## src/rtl/rs485_dir_ctrl.sv

```systemverilog
// Half-duplex direction sequencer for an RS-422/485 transceiver.
// Sits between a valid/ready byte source and a UART transmitter. It raises
// the driver enable a fixed setup time before the first byte of a burst and
// keeps the bus driven until the UART has gone idle plus a turnaround time.
// A byte that arrives during the turnaround resumes sending without a new
// setup period.

module rs485_dir_ctrl #(
    parameter int SETUP_CYCLES = 16,
    parameter int HOLD_CYCLES  = 32,
    parameter bit RX_DURING_TX = 1'b0,
    parameter bit TERM_EN      = 1'b0
) (
    input  logic       clk,
    input  logic       reset,
    input  logic [7:0] in_data,
    input  logic       in_valid,
    output logic       in_ready,
    output logic [7:0] out_data,
    output logic       out_valid,
    input  logic       out_ready,
    input  logic       tx_busy,
    output logic       rs422_re_n,
    output logic       rs422_de,
    output logic       rs422_te,
    output logic       dir_busy
);

    localparam int MAX_CYCLES = (SETUP_CYCLES > HOLD_CYCLES) ? SETUP_CYCLES : HOLD_CYCLES;
    localparam int CNT_W      = $clog2(MAX_CYCLES + 1);

    localparam logic [CNT_W-1:0] SETUP_LOAD = CNT_W'(SETUP_CYCLES - 1);
    localparam logic [CNT_W-1:0] HOLD_LOAD  = CNT_W'(HOLD_CYCLES - 1);

    localparam logic [2:0] ST_IDLE  = 3'd0;
    localparam logic [2:0] ST_SETUP = 3'd1;
    localparam logic [2:0] ST_SEND  = 3'd2;
    localparam logic [2:0] ST_DRAIN = 3'd3;
    localparam logic [2:0] ST_HOLD  = 3'd4;

    logic [2:0]       state_q, state_d;
    logic [CNT_W-1:0] cnt_q, cnt_d;
    logic             de_q, de_d;
    logic             busy_q, busy_d;
    logic             send_active;

    // Next-state and counter: the counter is loaded on entry to SETUP/HOLD
    // and counts down to zero; a new byte in HOLD beats counter expiry.
    always_comb begin
        state_d = state_q;
        cnt_d   = cnt_q;
        case (state_q)
            ST_IDLE: begin
                if (in_valid) begin
                    state_d = ST_SETUP;
                    cnt_d   = SETUP_LOAD;
                end
            end
            ST_SETUP: begin
                if (cnt_q == '0) begin
                    state_d = ST_SEND;
                end else begin
                    cnt_d = cnt_q - 1'b1;
                end
            end
            ST_SEND: begin
                if (!in_valid) begin
                    state_d = ST_DRAIN;
                end
            end
            ST_DRAIN: begin
                if (!tx_busy) begin
                    state_d = ST_HOLD;
                    cnt_d   = HOLD_LOAD;
                end
            end
            ST_HOLD: begin
                if (in_valid) begin
                    state_d = ST_SEND;
                end else if (cnt_q == '0) begin
                    state_d = ST_IDLE;
                end else begin
                    cnt_d = cnt_q - 1'b1;
                end
            end
            default: begin
                state_d = ST_IDLE;
                cnt_d   = '0;
            end
        endcase
    end

    // Pin controls are decoded from the next state so they toggle together
    // with the state register rather than one cycle behind it.
    always_comb begin
        de_d   = (state_d != ST_IDLE);
        busy_d = (state_d != ST_IDLE);
    end

    // State, counter and registered pin outputs with synchronous reset.
    always_ff @(posedge clk) begin
        if (reset) begin
            state_q <= ST_IDLE;
            cnt_q   <= '0;
            de_q    <= 1'b0;
            busy_q  <= 1'b0;
        end else begin
            state_q <= state_d;
            cnt_q   <= cnt_d;
            de_q    <= de_d;
            busy_q  <= busy_d;
        end
    end

    // Pass-through is only open in SEND; reset also closes it so that no
    // handshake can complete during the reset cycle itself.
    assign send_active = (state_q == ST_SEND) && !reset;
    assign out_data    = in_data;
    assign out_valid   = in_valid && send_active;
    assign in_ready    = out_ready && send_active;

    assign rs422_de    = de_q;
    assign rs422_re_n  = RX_DURING_TX ? 1'b0 : de_q;
    assign rs422_te    = TERM_EN;
    assign dir_busy    = busy_q;

endmodule

```

## config.mk

```make
export PLATFORM = sky130hd
export DESIGN_NAME = rs485_dir_ctrl
export DESIGN_NICKNAME = d
export VERILOG_FILES = /design/src/rtl/rs485_dir_ctrl.sv
export SDC_FILE = /design/constraint.sdc
export NUM_CORES = 1
export LEC_CHECK = 0
export ABC_AREA = 1
export BUFFER_PORTS_ARGS = -buffer_cell sky130_fd_sc_hd__buf_2
export CORE_MARGIN = 2
export CORE_UTILIZATION = 48
export DETAILED_ROUTE_END_ITERATION = 12
export GPL_ROUTABILITY_DRIVEN = 0
export GPL_TIMING_DRIVEN = 1
export PLACE_DENSITY = 0.74
export SKIP_CTS_REPAIR_TIMING = 1
export SLEW_MARGIN = 0
export SYNTH_ARGS = -nofsm -noshare
export SYNTH_HDL_FRONTEND = slang
export SYNTH_SLANG_ARGS = --single-unit
```

## constraint.sdc

```tcl
create_clock -name clk -period 1.5 [get_ports clk]
set_clock_uncertainty 0.05 [all_clocks]
set_input_delay 0.15 -clock clk [delete_from_list [all_inputs] [get_ports clk]]
set_output_delay 0.15 -clock clk [all_outputs]
set_load 0.05 [all_outputs]
```

Yosys cells after proc, flatten, opt, wreduce, memory -nomap -nowiden

Index checks and enable logic that the tools add are counted.

Register bits: 10
Output and inout port bits: 14
Input port bits: 13
Logic and storage cells: 32

Reduce and logical (&&, ||, !) cells: 8
Equality and inequality tests: 7
Add/subtract/negate cells: 1
Bitwise operators: 1
Mux-type cells: 12

Operator list:

| cell                                              | number |
|---|---|
| one-hot mux 6 bit (5 select lines)                | 1 |
| 2-to-1 mux 6 bit                                  | 4 |
| 2-to-1 mux 3 bit                                  | 6 |
| one-hot mux 3 bit (5 select lines)                | 1 |
| == test 3 x 2 -> 1 bit (second input constant)    | 2 |
| zero test 6 bit                                   | 1 |
| inequality test 2 bit (second input constant)     | 3 |
| subtractor 6 x 1 -> 6 bit (second input constant) | 1 |
| AND reduction 4 bit                               | 1 |
| == test 3 x 1 -> 1 bit (second input constant)    | 1 |
| == test 3 bit (second input constant)             | 1 |
| logical AND 1 bit                                 | 3 |
| zero test 3 bit                                   | 1 |
| nonzero test 3 bit                                | 1 |
| zero test 1 bit                                   | 1 |
| NOT 1 bit                                         | 1 |

Depth between registers and ports, before layout

Word-level depth: 5
Gate-level depth with buffers: 9
Depth with buffers taken out: 9

Worst setup path before layout

No wires, ideal clock.

Path kind: reg-to-output
Start point: register state_q[1]
End point: output port in_ready
Arrival: 1.832 ns
Data required time: 1.300 ns
Buffers on the path: 0
Setup slack: -0.532 ns
Stages on the path, launching flop included: 5
Cell sequence: dfxtp_1 inv_1 nor2_2 nand2_1 nor3b_1

Cells in the longest elaborated chain, start to end: 3

Ends and longest elaborated chain:

| what                   | line | source |
|---|---|---|
| from (decl)            | 41   | `logic [2:0] state_q, state_d;` |
| from (signal assigned) | 108  | `state_q <= state_d;` |
| == test 3 x 2 -> 1 bit | 117  | `assign send_active = (state_q == ST_SEND) && !reset;` |
| logical AND 1 bit      | 117  |  |
| logical AND 1 bit      | 120  | `assign in_ready = out_ready && send_active;` |
| to (decl)              | 18   | `output logic in_ready,` |

Every way passes these cells.

Worst setup path in the final report

Same ends and word-level chain as after synthesis.

==> results.ini <==
[placed_design]
post-place-ws_ps = 57.2
port_buffers = 9
dp_cells = 132
post-dp-hpwl_um = 1180

[drt]
viasPerCell = 5.07
initialDrtViolationCount = 15
wire_per_inst_um = 11.1
wl_um = 1510
vias = 689
firstDrtPassIters = 3
final_antenna_net_count = 0
drc = 0

[sta]
finalSetupViolations = 0
slew_viol_final = 0
clock.fmax_ghz = 0.687
tns_ps = 0
whs_ps = 171
hold_viol = 0
worst_slack_ps = 44.0
fin_crit_sh_pct = 97.1
period_minus_slack_ps = 1460

[grt]
grt_pass1_vias = 599
grt_usage_pct = 17.3
antenna_found_initial = 0
overflow = 0
grt_pass1_wl_um = 2440
grt_max_degree = 9

[run]
maxCapViolCount = 0

[yosys]
async_flop_share_pct = 0
post_synth.cell_area_avg_um2 = 6.71
synth-seq-cells = 10
yosysUniqueCellTypes = 26
synthCells = 118
netlist_area_um2 = 792
synth_edf_count = 0
ys_seq_area_share_pct = 25.3
syn_nets = 132
ys.flop_type = dfxtp_1
synth_warnings = 0

[setup_path]
worst_r2r_path_depth = 8
worstPathMaxFanout = 3
crit_path_end_kind = output port
timing.rr.end = cnt_q[1]
arrival_ps = 1260
r2r-start = state_q[1]
slowest_delay_ps = 330
startpoint_type = flip-flop
worstPathRequired_ps = 1300
crit_slowest_cell = dfxtp_2
setup.worst_path.start = state_q[1]
rrSetupSlack_ps = 110
cp_cell_sequence = inv_2 > nor2_4 > nand2_4 > nor3b_4 > buf_6
path_class = flip-flop to output port

[min_path]
hold_class = primary input to flip-flop
holdCritStartpoint = reset
whs_path_depth = 2
hold_end = cnt_q[2]

[finish]
num-nets-final = 136
area_delta_synth_final_pct = 9.95
antenna_cells = 0
drive_above_1_share_pct = 35.8
final_cells = 136

[cts]
cts.clk_slew.worst_paths_ps = 60
clockRootBuffer = clkbuf_4
cts_tree = built
clockBufferDepth = 2
htreeDepth = 1
clk_latency_ps = 280
cts_buffers = 3
clkSinkCount = 10

[power]
power.leakage_uw = 0.000448
ir_drop_mv = 1.49
p_per_area_mw_per_mm2 = 2100
p_total_uw = 1830

[floorplanning]
coreArea_mm2 = 0.00152
die_w_um = 44.6
rows = 14
dieArea_mm2 = 0.00199
die_h_um = 44.6
io_pins = 27
start_util_pct = 52.0

[run_status]
status = finished clean

cells in the mapped netlist (2+ instances only):
cell	number	share of area, %
inv_1	14	6.6
nand3_1	8	5.1
nand3_2	2	2.5
a21oi_2	5	5.5
nor2_1	10	4.7
nor2_2	3	2.4
inv_2	4	1.9
nand2_1	29	14
dfxtp_1	10	25
o21ai_0	3	1.9
nand2_2	3	2.4
nor3_1	2	1.3
buf_4	11	10
nand2_4	2	2.8
placed cells by master (no fill, tap or decap), drive strengths merged, types with 2 or more instances in the layout:
cell type and count:
a21oi 5, clkbuf 4, inv 18, buf 10, nor3 2, nand2 34, nor2 14, dfxtp 10
nand3 11, o21ai 5
state kept, by name, indices dropped and copies added (netlist names):
register and count:
dir_busy 1, cnt_q 6, state_q 3
through the flow:
step	util (%)	area, um^2
final	57.1	871
after global routing	57.1	871
after CTS	54.0	823
after detailed placement	52.5	801
after global placement	52.5	801
after floorplan	-	815
cell type report:
class | count | area (um^2)
clock buffer | 3 | 22.5
fill | 148 | 653
inverter | 18 | 67.6
multi-input combinational | 78 | 490
sequential | 10 | 201
tap | 16 | 20.0
timing repair buffer | 11 | 68.8
worst max-delay path, delay by kind of cell, from the launching register on:
| kind | cells | cell delay [ps] |
|---|---|---|
| AND/OR/NAND/NOR | 3 | 410 |
| flip-flops | 1 | 330 |
| buffers and inverters | 2 | 240 |
routing by layer:
| layer | up-vias | track usage, % | part of all wire [%] |
|---|---|---|---|
| met5 | - | 0 | 0 |
| met4 | 0 | 11.5 | 2.9 |
| met3 | 5 | 3.67 | 4.5 |
| met2 | 15 | 25.8 | 45 |
| met1 | 310 | 22.1 | 48 |
| li1 | 359 | - | - |
worst max path at each step:
stage	endpoint	slack, ps	cells after the start
6_report	in_ready	40	5
3_3_place_gp	dir_busy	100	9
3_5_place_dp	dir_busy	60	9
2_1_floorplan	in_ready	60	4
4_1_cts	in_ready	-150	5
5_1_grt	in_ready	-10	5
logic make-up (layout without fill, tap and decap cells):
logic type,Yosys count,count (layout),share of synthesized area (%)
and+or+nand+nor,65,65,42.0
buffers and inverters,30,32,19.4
AOI/OAI and AO/OA,10,10,10.1
DFF,10,10,25.3
adders and majority gates,1,1,1.58
other,1,1,0.473
xor gates and xnor gates,1,1,1.11
power breakdown:
group	switching (uW)	internal [uW]	total, uW
Clock	95.2	93.0	188
Sequential	87.4	367	455
Combinational	779	404	1180
Power figures use the tool's default switching activity.
